===== src/rtl/exc_sequencer.sv =====
`default_nettype none
// ============================================================================
//  Module   : exc_sequencer
//  Purpose  : Exception/ERET sequencer for the MIPS core. Arbitrates trap
//             sources, masks them with CP0 Status, stalls the core while an
//             exception is taken, strobes CP0 and redirects the PC.
//  Revision : 1.0  initial release
// ============================================================================
module exc_sequencer #(
    parameter logic [31:0] VEC_ADDR     = 32'h00400004,
    parameter int          DRAIN_CYCLES = 1,
    parameter logic [4:0]  C_SYSCALL    = 5'd8,
    parameter logic [4:0]  C_BREAK      = 5'd9,
    parameter logic [4:0]  C_TEQ        = 5'd13,
    parameter logic [4:0]  C_INT        = 5'd0
) (
    input  logic        clk,
    input  logic        rst,
    input  logic        instr_valid,
    input  logic        req_syscall,
    input  logic        req_break,
    input  logic        req_teq,
    input  logic        req_int,
    input  logic        eret_req,
    input  logic [31:0] pc_in,
    input  logic [31:0] status_in,
    input  logic [31:0] epc_in,
    output logic        stall,
    output logic        cp0_exception,
    output logic        cp0_eret,
    output logic [4:0]  cp0_cause,
    output logic [31:0] cp0_pc,
    output logic        pc_redirect,
    output logic [31:0] redirect_addr,
    output logic        in_handler,
    output logic [7:0]  exc_count
);

    typedef enum logic [2:0] {
        S_IDLE    = 3'd0,
        S_DRAIN   = 3'd1,
        S_SAVE    = 3'd2,
        S_REDIR   = 3'd3,
        S_HANDLER = 3'd4,
        S_RET     = 3'd5
    } state_t;

    // Drain counter reload; unused when the drain phase is skipped entirely.
    localparam logic [3:0] C_DRAIN_LOAD = (DRAIN_CYCLES == 0) ? 4'd0 : 4'(DRAIN_CYCLES - 1);

    state_t      r_state;
    state_t      w_next;
    logic [3:0]  r_cnt;
    logic [4:0]  r_cause;
    logic [31:0] r_pc;
    logic        r_int_pending;
    logic        r_ret_block;

    logic        w_sys;
    logic        w_brk;
    logic        w_teq;
    logic        w_sync;
    logic        w_int_ok;
    logic        w_accept;
    logic        w_eret;
    logic [4:0]  w_cause;
    logic        w_unused;

    // Upper Status bits carry nothing this block cares about.
    assign w_unused = &{1'b0, status_in[31:4]};

    // Trap arbitration and next-state selection.
    always_comb begin
        w_sys    = instr_valid & req_syscall & status_in[1];
        w_brk    = instr_valid & req_break   & status_in[2];
        w_teq    = instr_valid & req_teq     & status_in[3];
        w_sync   = w_sys | w_brk | w_teq;
        // The IDLE cycle right after an ERET never takes an interrupt so the
        // returning instruction gets to issue once.
        w_int_ok = r_int_pending & status_in[0] & ~w_sync & ~r_ret_block;
        w_accept = (r_state == S_IDLE) & (w_sync | w_int_ok);
        w_eret   = instr_valid & eret_req;

        if (w_sys)      w_cause = C_SYSCALL;
        else if (w_brk) w_cause = C_BREAK;
        else if (w_teq) w_cause = C_TEQ;
        else            w_cause = C_INT;

        w_next = r_state;
        case (r_state)
            S_IDLE: begin
                if (w_accept)    w_next = (DRAIN_CYCLES == 0) ? S_SAVE : S_DRAIN;
                else if (w_eret) w_next = S_RET;
            end
            S_DRAIN:   if (r_cnt == 4'd0) w_next = S_SAVE;
            S_SAVE:    w_next = S_REDIR;
            S_REDIR:   w_next = S_HANDLER;
            S_HANDLER: if (w_eret) w_next = S_RET;
            S_RET:     w_next = S_IDLE;
            default:   w_next = S_IDLE;
        endcase
    end

    // State, captured trap context and registered outputs decoded from next state.
    always_ff @(posedge clk) begin
        if (rst) begin
            r_state       <= S_IDLE;
            r_cnt         <= 4'd0;
            r_cause       <= 5'd0;
            r_pc          <= 32'd0;
            r_int_pending <= 1'b0;
            r_ret_block   <= 1'b0;
            stall         <= 1'b0;
            cp0_exception <= 1'b0;
            cp0_eret      <= 1'b0;
            cp0_cause     <= 5'd0;
            cp0_pc        <= 32'd0;
            pc_redirect   <= 1'b0;
            redirect_addr <= 32'd0;
            in_handler    <= 1'b0;
            exc_count     <= 8'd0;
        end else begin
            r_state     <= w_next;
            r_ret_block <= (r_state == S_RET);

            if (w_accept) begin
                r_cnt   <= C_DRAIN_LOAD;
                r_cause <= w_cause;
                r_pc    <= pc_in;
            end else if (r_state == S_DRAIN && r_cnt != 4'd0) begin
                r_cnt <= r_cnt - 4'd1;
            end

            // A new interrupt level always wins over the clear in SAVE.
            if (req_int)
                r_int_pending <= 1'b1;
            else if (r_state == S_SAVE && r_cause == C_INT)
                r_int_pending <= 1'b0;

            if (w_next == S_SAVE && exc_count != 8'hFF)
                exc_count <= exc_count + 8'd1;

            stall         <= (w_next == S_DRAIN) || (w_next == S_SAVE) ||
                             (w_next == S_REDIR) || (w_next == S_RET);
            cp0_exception <= (w_next == S_SAVE) || (w_next == S_RET);
            cp0_eret      <= (w_next == S_RET);
            pc_redirect   <= (w_next == S_REDIR) || (w_next == S_RET);
            in_handler    <= (w_next == S_HANDLER);

            if (w_next == S_REDIR)    redirect_addr <= VEC_ADDR;
            else if (w_next == S_RET) redirect_addr <= epc_in;
            else                      redirect_addr <= 32'd0;

            if (w_next == S_IDLE) begin
                cp0_cause <= 5'd0;
                cp0_pc    <= 32'd0;
            end else if (w_accept) begin
                cp0_cause <= w_cause;
                cp0_pc    <= pc_in;
            end else begin
                cp0_cause <= r_cause;
                cp0_pc    <= r_pc;
            end
        end
    end

endmodule
`default_nettype wire


===== config.mk =====
export PLATFORM = sky130hd
export DESIGN_NAME = exc_sequencer
export DESIGN_NICKNAME = d
export VERILOG_FILES = /design/src/rtl/exc_sequencer.sv
export SDC_FILE = /design/constraint.sdc
export NUM_CORES = 1
export LEC_CHECK = 0
export CAP_MARGIN = 15
export CORE_MARGIN = 1.5
export CORE_UTILIZATION = 38
export CTS_CLUSTER_SIZE = 14
export DETAILED_ROUTE_END_ITERATION = 8
export GPL_TIMING_DRIVEN = 0
export PLACE_DENSITY = 0.74
export SLEW_MARGIN = 20
export SYNTH_ARGS = -nofsm -noshare
export SYNTH_HDL_FRONTEND = slang
export SYNTH_SLANG_ARGS = --single-unit

===== constraint.sdc =====
create_clock -name clk -period 2.41 [get_ports clk]
set_input_delay 0.3615 -clock clk [delete_from_list [all_inputs] [get_ports clk]]
set_output_delay 0.3615 -clock clk [all_outputs]
set_load 0.03 [all_outputs]

# Word-level counts from Yosys, hierarchy flattened
# Index checks and enable logic that the tools add are counted.
[word_totals]
regBits = 128
input_bits = 104
output_inout_bits = 82
wordCells = 76
[op_classes]
add_sub_neg = 2
eq_ne = 11
muxes = 13
bitwise_logic = 17
reduce_logical = 17
[ops]
columns = ["op", "count"]
rows = [
  ["2-to-1 mux 23 bit", 2],
  ["2-to-1 mux 32 bit", 1],
  ["one-hot mux 3 bit (5 select lines)", 1],
  ["== test 3 x 2 -> 1 bit (second input constant)", 4],
  ["== test 3 bit (second input constant)", 4],
  ["bitwise AND 1 bit", 11],
  ["2-to-1 mux 5 bit", 2],
  ["2-to-1 mux 3 bit", 3],
  ["adder 8 x 1 -> 8 bit (second input constant)", 1],
  ["2-to-1 mux 4 bit", 2],
  ["!= test 8 bit (second input constant)", 1],
  ["== test 3 x 1 -> 1 bit (second input constant)", 2],
  ["logical NOT 3 bit", 2],
  ["logical NOT 5 bit", 1],
  ["logical OR 1 bit", 5],
  ["logical NOT 4 bit", 1],
  ["nonzero test 4 bit", 1],
  ["OR reduction 2 bit", 2],
  ["subtractor 4 x 1 -> 4 bit (second input constant)", 1],
  ["logical AND 1 bit", 3],
  ["NOT 1 bit", 3],
  ["OR 1 bit", 3],
  ["OR reduction 3 bit", 1],
  ["2-to-1 mux 1 bit", 2],
  ["nonzero test 2 bit", 1],
]

# Logic depth before layout (Yosys ltp)
# Gate-level depths: netlist of run 1.
[logic_depth]
depth_word = 15
mapped_depth = 8

# Worst setup path after synthesis of run 1
# OpenSTA, ideal clock, no wires.
[synth_timing]
kind = "input -> register"
from = "input port status_in[2]"
to = "register redirect_addr[21]"
setup_ps = 115
arrival_time_ps = 1627
required_ps = 2295
slack_ps = 668
cell_stages = 6
path_buffers = 1
cell_sequence = "a22o_1 -> a211o_1 -> a221oi_2 -> nor3_2 -> buf_2 -> and2_1"
[synth_between]
elab_chain_len = 13
elab_cells_between_ends = 14
classes_between = "eq/ne (2); mux (2); bitwise (9); reduce/logical (1)"
[synth_rtl]
columns = ["element", "line", "rtl"]
rows = [
  ["start: declaration", "26", "input logic [31:0] status_in,"],
  ["bitwise AND 1 bit (*)", "75", "w_brk = instr_valid & req_break & status_in[2];"],
  ["OR 1 bit (*) (2 in a row)", "77", "w_sync = w_sys | w_brk | w_teq;"],
  ["NOT 1 bit", "80", "w_int_ok = r_int_pending & status_in[0] & ~w_sync & ~r_ret_block;"],
  ["bitwise AND 1 bit (2 in a row)", "80", ""],
  ["OR 1 bit (*)", "81", "w_accept = (r_state == S_IDLE) & (w_sync | w_int_ok);"],
  ["bitwise AND 1 bit (*)", "81", ""],
  ["2-to-1 mux 3 bit (*)", "92", "if (w_accept) w_next = (DRAIN_CYCLES == 0) ? S_SAVE : S_DRAIN;"],
  ["one-hot mux 3 bit (5 select lines) (*)", "90", "case (r_state)"],
  ["== test 3 bit", "151", "else if (w_next == S_RET) redirect_addr <= epc_in;"],
  ["NOT 1 bit (no source line)", "--", ""],
  ["OR reduction 3 bit (no source line) (*)", "--", ""],
  ["end signal: assignment", "151", ""],
  ["end: declaration", "34", "output logic [31:0] redirect_addr,"],
]
# Every way passes the cells marked *; elsewhere a longest branch is shown, timed or not.
# A chain may end at the register's enable or synchronous reset.

# Worst setup path in the final report of run 1
[layout_timing]
from = "register exc_count[2]"
to = "output port exc_count[2]"
[layout_lines]
columns = ["element", "line", "rtl"]
rows = [
  ["start: declaration", "36", "output logic [7:0] exc_count"],
  ["start signal: assignment", "141", "exc_count <= exc_count + 8'd1;"],
]
# No word-level cell between the ends.

==> summary.md, run 1 <==
| Metric | Value |
|---|---|
| Routed wire length | 9545 um |
| Inserted Clock Buffers | 17 |
| Hold bufs inserted after CTS | 0 |
| Worst Max-Slew Pin Slew | 0.5396 ns |
| MaxCap Viol Count | 0 |
| Synth async-reset ratio | 0% |
| Most common cell after layout, fill and taps aside | clkdlybuf4s50_1 |
| Worst stage delay on the critical path | 0.72 ns |
| Sum of overflow across all layers after global routing | 0 |
| Clock tree from TritonCTS | built |
| 1st-iter DRT viols | 130 |
| Total setup violations reported at the end of the flow | 0 |
| Vertical extent of the die | 108.2 um |
| Cell Rows | 38 |
| CP Cell Sequence | clkdlybuf4s50_1 |
| Overall fraction of global-route tracks in use | 16.98% |
| Pwr/cell area | 962.3 mW/mm^2 |
| Data required, critical path | 2.05 ns |
| Flip-flop cell with the highest count after synthesis | dfxtp_1 |
| Final Cycle Share | 83.45% |
| Synthesized area per cell | 10.62 um^2 |
| Total power consumption of the routed design | 6.334 mW |
| Starting density of the core | 38.96% |
| Flip-flop and latch area | 0.002562 mm^2 |
| Cell area after placement | 0.005942 mm^2 |
| Post-synthesis instance area | 0.004205 mm^2 |
| Count of TritonRoute iterations in the first routing pass | 4 |
| Footprint of the multi-input gates | 0.001499 mm^2 |
| Initial antenna violation count | 0 |
| Sort of element at the end of the critical path | output port |
| Final min period | 2.011 ns |
| Status | complete, no violations |
| Layout Cells excl Fill | 724 |
| Vias per Instance | 4.561 |
| Clock slew seen by the registers of the worst setup and hold paths | 0.06 ns |
| Gate count of the mapped netlist | 396 |
| Most frequent cells in the layout | 156 x clkdlybuf4s50_1, 128 x dfxtp_1, 84 x nor2_1 |
| Die X | 108.2 um |
| Sequential area share after synthesis | 60.93% |
| Number of global-route vias before repair | 3295 |
| Peak VDD IR | 492.8 uV |
| Area enclosed by the die boundary | 0.01171 mm^2 |
| Yosys warns | 0 |
| Number of ports placed on the die boundary | 186 |
| Setup Fix Bufs, Post-CTS | 0 |
| Antenna cells | 0 |
| Number of sinks driven by the clock tree | 128 |
| Fmax | 497.2 MHz |
| Class of the tightest hold or removal check | input pin to flop |
| Core footprint | 0.01079 mm^2 |
| EDFF count, synth | 0 |
| Worst setup path class | flop to output port |
| Standby leakage power | 2.554 nW |
| Fraction of layout cells with a size suffix above 1 | 9.589% |
| Level count of the clock H-tree | 4 |
| Number of fillers in the final layout | 902 |
| Count of instances resized after the clock tree is built | 0 |
| Maximum number of pins on one net before global-route repair | 17 |
| Slowest library cell on the worst path | clkdlybuf4s50_1 |
| Setup repair after global routing missed its margin | false |
| Post-layout instance area | 0.006583 mm^2 |
| Number of DRC violations after detailed routing | 0 |
| Flops & latches, synth | 128 |
| Final-report hold violation count | 0 |
| Placer's final routability congestion estimate | 0.8341 |
| Input/output buffers | 156 |
| WP buf/inv | 1 |
| Kind of cell with the highest combined delay on the critical path | buffers and inverters |
| Area added between synthesis and finish | 56.53% |
| Tightest slew margin relative to the limit | 64.03% |
| Clock buffer depth | 2 |
| Worst-case clock skew | 0.005267 ns |
| Final-stage net count | 677 |
| Distinct cells, synth | 43 |
| Worst Path Max Fanout | 5 |
| Critical path data arrival time | 1.65 ns |
| Routed wire length per instance | 13.18 um |
| Cell count after placement | 692 |
| Detailed placement HPWL | 6909 um |
| Max Transition Viols Final | 0 |
| Number of antenna-violating nets in the routed design | 0 |
| Buffer cell driving the clock tree root | clkbuf_8 |
| Vias | 3302 |
| Global-route wire length before repair | 15220 um |
| CP Launch Type | flop |
| Syn Nets | 502 |
| Clk_lat worst skew | 0.51 ns |
==> synthesized netlist by cell type, types with 2 or more instances <==
master / instances / share of area, %
dfxtp_1: 128 / 61
nor2_1: 84 / 7.5
mux2i_1: 35 / 8.3
and2_1: 31 / 4.6
nand2_1: 10 / 0.89
a21oi_1: 9 / 1.1
nor3_1: 9 / 1.1
buf_2: 7 / 0.83
clkbuf_1: 7 / 0.62
xnor2_1: 7 / 1.5
nor3b_1: 6 / 1.1
o21ai_0: 6 / 0.71
inv_1: 5 / 0.45
buf_4: 4 / 0.71
or3_1: 4 / 0.59
and3_1: 3 / 0.45
buf_6: 3 / 0.80
nand2b_1: 3 / 0.45
nand3_1: 3 / 0.36
nor2b_1: 3 / 0.45
and3b_1: 2 / 0.42
ha_1: 2 / 0.59
nor3_2: 2 / 0.48
nor4_1: 2 / 0.30
o22ai_1: 2 / 0.30
or3b_2: 2 / 0.42
==> report_power, final <==
part / switching, mW / leakage [nW] / internal, mW
logic: 0.677 / 1.21 / 0.554
clock network: 0.916 / 0.305 / 1.81
registers: 0.0608 / 1.04 / 2.31
==> kinds of logic (layout without fill, tap and decap cells) <==
| kind of cell | Yosys count | in the layout | share of synthesized area (%) |
|---|---|---|---|
| xor gates and xnor gates | 8 | 8 | 1.666 |
| AOI/OAI and AO/OA | 28 | 28 | 5.088 |
| buffers and inverters | 26 | 214 | 3.422 |
| and+or+nand+nor | 169 | 169 | 19.96 |
| muxes | 35 | 35 | 8.331 |
| DFF | 128 | 128 | 60.93 |
| adders and majority gates | 2 | 2 | 0.5950 |
==> state kept, by name, summed over array words and instances, names as in the netlist <==
| register | flops |
|---|---|
| redirect_addr | 32 |
| cp0_eret | 1 |
| r_cnt | 4 |
| cp0_cause | 5 |
| cp0_pc | 32 |
| r_state | 3 |
| r_int_pending | 1 |
| in_handler | 1 |
| pc_redirect | 1 |
| exc_count | 8 |
| stall | 1 |
| r_ret_block | 1 |
| r_cause | 5 |
| r_pc | 32 |
| cp0_exception | 1 |
==> worst paths after layout <==
path                            slack, ns          from                end  cells past startpoint
worst max-delay path                 0.40  exc_count[2]       exc_count[2]                      1
worst min-delay path                 0.41    epc_in[14]  redirect_addr[14]                      2
worst max register to register       0.44    r_state[1]           r_pc[31]                      6
worst min register to register       0.48    r_cause[3]         r_cause[3]                      2
==> routing by layer <==
layer  share of wire, %  wire (um)  global-route usage [%]  vias to the layer above
met4                1.6        151                   7.801                        0
met1                 41       3948                   18.54                     1520
met5                  0          0                       0                        -
met3                7.2        685                   6.751                       14
met2                 50       4759                   28.93                      107
li1                   -          -                       -                     1661
==> metrics by stage <==
step	util (%)	TNS (ns)	hold slack [ns]	worst slack [ns]
5_1_grt	60.99	0	0.3919	0.2736
3_3_place_gp	55.05	-2.440	0.4577	-0.05852
2_1_floorplan	-	0	0.4440	0.6677
3_5_place_dp	55.05	-4.051	0.4742	-0.1032
4_1_cts	60.99	0	0.3863	0.3824
6_report	60.99	0	0.4125	0.3989
==> final cells by class <==
type | instances | share of cell area, %
Timing Repair Buffer | 156 | 23.72
Clock inverter | 13 | 3.174
Buffer | 21 | 1.901
Clock buffer | 19 | 6.558
Inverter | 5 | 0.2851
Tap cell | 140 | 2.661
Sequential cell | 128 | 38.93
Multi-Input combinational cell | 242 | 22.77
Note: power is estimated with default switching activity, not from simulation.
==> inputs of run 2 (changes only) <==
clock period = 2 ns   (was 2.41 ns; I/O delays follow)
==> summary.md, run 2 (same netlist as run 1, synthesis figures left out) <==
| Metric | Value |
|---|---|
| Status | complete, no violations |
| Detailed placement HPWL | 6909 um |
| Placer's final routability congestion estimate | 0.8341 |
| Final-stage net count | 677 |
| Sw Pwr | 2.010 mW |
| Sort of element at the end of the critical path | flop |
| Routed wire length per instance | 13.33 um |
| Setup repair after global routing missed its margin | true |
| Max Transition Viols Final | 0 |
| Fraction of power consumed by sequential logic | 37.4% |
| Gate power share | 19.6% |
| Most common cell after layout, fill and taps aside | clkdlybuf4s50_1 |
| Setup TNS after final layout | 0 ns |
| CP Launch Type | flop |
| Most frequent cells in the layout | 153 x clkdlybuf4s50_1, 128 x dfxtp_1, 84 x nor2_1 |
| Overall fraction of global-route tracks in use | 16.98% |
| Level count of the clock H-tree | 4 |
| Total setup violations reported at the end of the flow | 0 |
| Number of global-route vias before repair | 3302 |
| Area enclosed by the die boundary | 0.01171 mm^2 |
| Vias | 3328 |
| Tightest slew margin relative to the limit | 63.86% |
| MaxCap Viol Count | 0 |
| Final Cycle Share | 96.11% |
| Clk_lat worst skew | 0.51 ns |
| Final-report hold violation count | 0 |
| Count of TritonRoute iterations in the first routing pass | 4 |
| Clock slew seen by the registers of the worst setup and hold paths | 0.06 ns |
| Min Hold Slack | 0.3463 ns |
| Global-route wire length before repair | 15210 um |
| Data required, critical path | 2.38 ns |
| Peak VDD IR | 619.8 uV |
| Worst Max-Slew Pin Slew | 0.5420 ns |
| Critical path data arrival time | 2.30 ns |
| Core footprint | 0.01079 mm^2 |
| Starting density of the core | 38.96% |
| Final min period | 1.922 ns |
| Number of antenna-violating nets in the routed design | 0 |
| Input/output buffers | 156 |
| Number of sinks driven by the clock tree | 128 |
| Vertical extent of the die | 108.2 um |
| Final core occ | 61.37% |
| Vias per Instance | 4.597 |
| Number of DRC violations after detailed routing | 0 |
| Die X | 108.2 um |
| Maximum number of pins on one net before global-route repair | 17 |
| Inserted Clock Buffers | 17 |
| Clock Power Share | 43.0% |
| Standby leakage power | 2.606 nW |
| 1st-iter DRT viols | 102 |
| Setup Fix Bufs, Post-CTS | 0 |
| Initial antenna violation count | 0 |
| Class of the tightest hold or removal check | input pin to flop |
| Fraction of layout cells with a size suffix above 1 | 10.27% |
| Buffer cell driving the clock tree root | clkbuf_8 |
| Worst setup path class | flop to flop |
| Clock buffer depth | 2 |
| Switching part of the total power | 26.23% |
| Worst-case clock skew | 0.005422 ns |
| Number of ports placed on the die boundary | 186 |
| Cell Rows | 38 |
| Registers with the highest flip-flop counts | cp0_pc: 32 flops, r_pc: 32 flops, redirect_addr: 32 flops |
| Routed wire length | 9653 um |
| Area added between synthesis and finish | 57.51% |
| Pwr/cell area | 1157 mW/mm^2 |
| Antenna cells | 0 |
| Hold bufs inserted after CTS | 0 |
| Int Pwr | 5.654 mW |
| Clock tree from TritonCTS | built |
| Worst Path Max Fanout | 10 |
| Sum of overflow across all layers after global routing | 0 |
| Fmax | 520.2 MHz |
==> run 2: cell count changes in the layout (fill, tap and decap cells not counted), sizes merged <==
cell / delta
clkbuf: +1
buf: -1
clkdlybuf4s50: -3
dlymetal6s2s: +3
==> run 2: power by group through the flow <==
stage	Sequential, mW	Clock (mW)	Combinational, mW
after floorplan	3.20	0	0.616
after global placement	2.91	0	1.46
after detailed placement	2.92	0	1.49
after CTS	2.86	3.35	1.50
after global routing	2.89	3.47	1.61
final	2.86	3.30	1.50
==> run 2: final timing paths <==
| path | to | slack, ns | startpoint | depth (start not counted) |
|---|---|---|---|---|
| setup reg to reg | r_pc[12] | 0.08 | r_state[1] | 6 |
| hold reg to reg | r_cause[3] | 0.48 | r_cause[3] | 2 |
| setup / recovery | r_pc[12] | 0.08 | r_state[1] | 6 |
| hold / removal | redirect_addr[14] | 0.35 | epc_in[14] | 2 |
==> run 2: through the flow <==
stage	setup slack, ns	total power, mW	instances	area, um^2
final	0.07777	7.664	724	6624
after global routing	-0.03519	7.971	724	6624
after CTS	0.03476	7.716	724	6588
after detailed placement	-0.4517	4.403	692	5942
after global placement	-0.4070	4.372	692	5942
after floorplan	0.3192	3.812	396	4205
==> run 2: layout make-up <==
class,instances,area (um^2)
clock inverter,13,209.0
fill,897,4169
timing repair buffer,156,1569
buffer,21,130.1
multi-input combinational,242,1528
inverter,5,18.77
clock buffer,19,431.7
tap,140,175.2
sequential,128,2562
==> run 2: critical path, cell delays in order (launching register included) <==
cell and delay, ns:
dfxtp_1 0.33, buf_2 0.19, or3_1 0.46, nor2_4 0.22, buf_4 0.25, mux2i_1 0.27
nor2_1 0.06
==> run 2: what timing repair did <==
action,4_1_cts,5_1_grt
gates cloned,0,0
resized for setup,1,11
pin swaps,0,1
endpoints found under the setup margin,12,66
==> run 2: layer usage <==
metal  up-vias  track usage (%)  part of all wire [%]
li1       1662                -                     -
met1      1539            18.46                    41
met2       108            29.02                    50
met3        19            6.751                   7.3
met4         0            7.801                   1.8
met5         -                0                     0
==> inputs of run 3 (changes only) <==
CTS_BUF_LIST = sky130_fd_sc_hd__clkbuf_4 sky130_fd_sc_hd__clkbuf_8   (was unset)
HOLD_SLACK_MARGIN = 0.1   (was unset)
==> summary.md, run 3 (same netlist as run 1, synthesis figures left out) <==
| Metric | Value |
|---|---|
| Input/output buffers | 156 |
| Final-stage net count | 677 |
| Maximum number of pins on one net before global-route repair | 17 |
| Endpoint, Worst Hold | redirect_addr[14] |
| Clk_lat worst skew | 0.42 ns |
| Clock slew seen by the registers of the worst setup and hold paths | 0.08 ns |
| Cell Rows | 38 |
| WP buf/inv | 3 |
| Area added between synthesis and finish | 53.11% |
| Worst Path Max Fanout | 10 |
| Most common cell after layout, fill and taps aside | clkdlybuf4s50_1 |
| Sum of overflow across all layers after global routing | 0 |
| Placer's final routability congestion estimate | 0.8341 |
| Most frequent cells in the layout | 155 x clkdlybuf4s50_1, 128 x dfxtp_1, 84 x nor2_1 |
| Class of the tightest hold or removal check | input pin to flop |
| Cells on worst reg2reg path | 6 |
| Antenna cells | 0 |
| Vias per Instance | 4.594 |
| Number of global-route vias before repair | 3293 |
| Routed wire length | 9578 um |
| Core footprint | 0.01079 mm^2 |
| Level count of the clock H-tree | 4 |
| Global-route wire length before repair | 14990 um |
| Worst hold start | epc_in[14] |
| Registers with the highest flip-flop counts | cp0_pc: 32 flops, r_pc: 32 flops, redirect_addr: 32 flops |
| MaxCap Viol Count | 0 |
| Worst R2R End | cp0_pc[28] |
| Slowest library cell on the worst path | a211oi_2 |
| Initial antenna violation count | 0 |
| Detailed placement HPWL | 6909 um |
| Worst stage delay on the critical path | 0.44 ns |
| Number of DRC violations after detailed routing | 0 |
| Critical path data arrival time | 2.33 ns |
| Post-placement setup slack | -0.4517 ns |
| Number of ports placed on the die boundary | 186 |
| Startpoint of the most critical register-to-register path | r_state[1] |
| Worst-case clock skew | 0.009279 ns |
| Inserted Clock Buffers | 17 |
| Clock tree from TritonCTS | built |
| Final-report hold violation count | 0 |
| Number of fillers in the final layout | 925 |
| Setup repair after global routing missed its margin | true |
| Overall fraction of global-route tracks in use | 16.75% |
| Kind of cell with the highest combined delay on the critical path | compound AO/OA/AOI/OAI gates |
| Vertical extent of the die | 108.2 um |
| Vias | 3326 |
| Final Cycle Share | 99.47% |
| Worst-case register-to-register setup slack | 0.06 ns |
| Pwr/cell area | 1073 mW/mm^2 |
| Routed wire length per instance | 13.23 um |
| Status | complete, no violations |
| Area enclosed by the die boundary | 0.01171 mm^2 |
| Die X | 108.2 um |
| Starting density of the core | 38.96% |
| Peak VDD IR | 455.4 uV |
| Tightest slew margin relative to the limit | 63.23% |
| CP Launch Type | input pin |
| Final min period | 1.989 ns |
| Clock buffer depth | 2 |
| Worst Slack Setup Final | 0.01061 ns |
| Number of sinks driven by the clock tree | 128 |
| CP Cell Sequence | clkdlybuf4s50_1 -> a22o_1 -> a211oi_2 -> a221oi_4 -> o22a_1 -> buf_4 -> buf_6 -> nor2_1 |
| Worst setup path class | input pin to flop |
| Worst Max-Slew Pin Slew | 0.5515 ns |
| Setup TNS after final layout | 0 ns |
| Count of TritonRoute iterations in the first routing pass | 4 |
| Hold-critical path depth | 2 |
| Max Transition Viols Final | 0 |
| Total setup violations reported at the end of the flow | 0 |
| 1st-iter DRT viols | 99 |
| Min Hold Slack | 0.4318 ns |
| Data required, critical path | 2.34 ns |
| Sort of element at the end of the critical path | flop |
| Number of antenna-violating nets in the routed design | 0 |
| Final core occ | 59.66% |
| Standby leakage power | 2.483 nW |
| Fmax | 502.7 MHz |
| Fraction of layout cells with a size suffix above 1 | 10.45% |
| Buffer cell driving the clock tree root | clkbuf_8 |
## run 3: cell count changes in the layout (fill, tap and decap cells not counted)
cell and change:
clkbuf_4 +1, clkdlybuf4s50_1 +2, dlymetal6s2s_1 -3, clkbuf_16 -16, clkbuf_8 +16, clkbuf_1 -1, dlygate4sd2_1 +1
## run 3: per-layer routing
| layer | global-route usage, % | routed length [um] | up-vias |
|---|---|---|---|
| met1 | 18.00 | 3844 | 1542 |
| li1 | - | - | 1653 |
| met2 | 28.75 | 4763 | 112 |
| met5 | 0 | 0 | - |
| met4 | 8.083 | 185 | 0 |
| met3 | 6.570 | 783 | 19 |
## run 3: timing repair
| action | in CTS | in global routing |
|---|---|---|
| buffers inserted | 0 | 0 |
| cloned | 0 | 0 |
| gates resized for setup | 2 | 8 |
| hold buffers | 0 | 0 |
| endpoints found under the setup margin | 16 | 60 |
## run 3: where the power goes
part	internal [mW]	switching [mW]	leakage, nW	total [mW]
clock	1.54	1.00	0.226	2.54
sequential	2.78	0.0779	1.04	2.86
combinational	0.680	0.827	1.21	1.51
total	5.00	1.91	2.48	6.91
## run 3: final cells by class
class                   count  area (um^2)  area share (%)
flip-flops and latches    128         2562           39.80
repair buffers            156         1560           24.23
multi-input cells         242         1528           23.73
clock buffers              19        255.2           3.964
clock inverters            13        209.0           3.245
well taps                 140        175.2           2.721
plain buffers              21        130.1           2.021
inverters                   5        18.77          0.2915
## run 3: worst max-delay path by stage
stage | from | endpoint | slack, ns | cells past startpoint
global placement | instr_valid | cp0_pc[28] | -0.41 | 8
floorplan | status_in[2] | redirect_addr[21] | 0.32 | 6
detailed placement | instr_valid | cp0_pc[28] | -0.45 | 8
CTS | r_cnt[0] | redirect_addr[29] | 0.06 | 8
finish | status_in[2] | cp0_pc[28] | 0.01 | 8
global route | r_state[2] | r_pc[14] | -0.04 | 6
## run 3: per-stage QoR
stage | cells | power [mW] | area (um^2)
6_report | 724 | 6.908 | 6439
2_1_floorplan | 396 | 3.812 | 4205
4_1_cts | 724 | 6.957 | 6410
5_1_grt | 724 | 7.204 | 6439
3_5_place_dp | 692 | 4.403 | 5942
3_3_place_gp | 692 | 4.372 | 5942
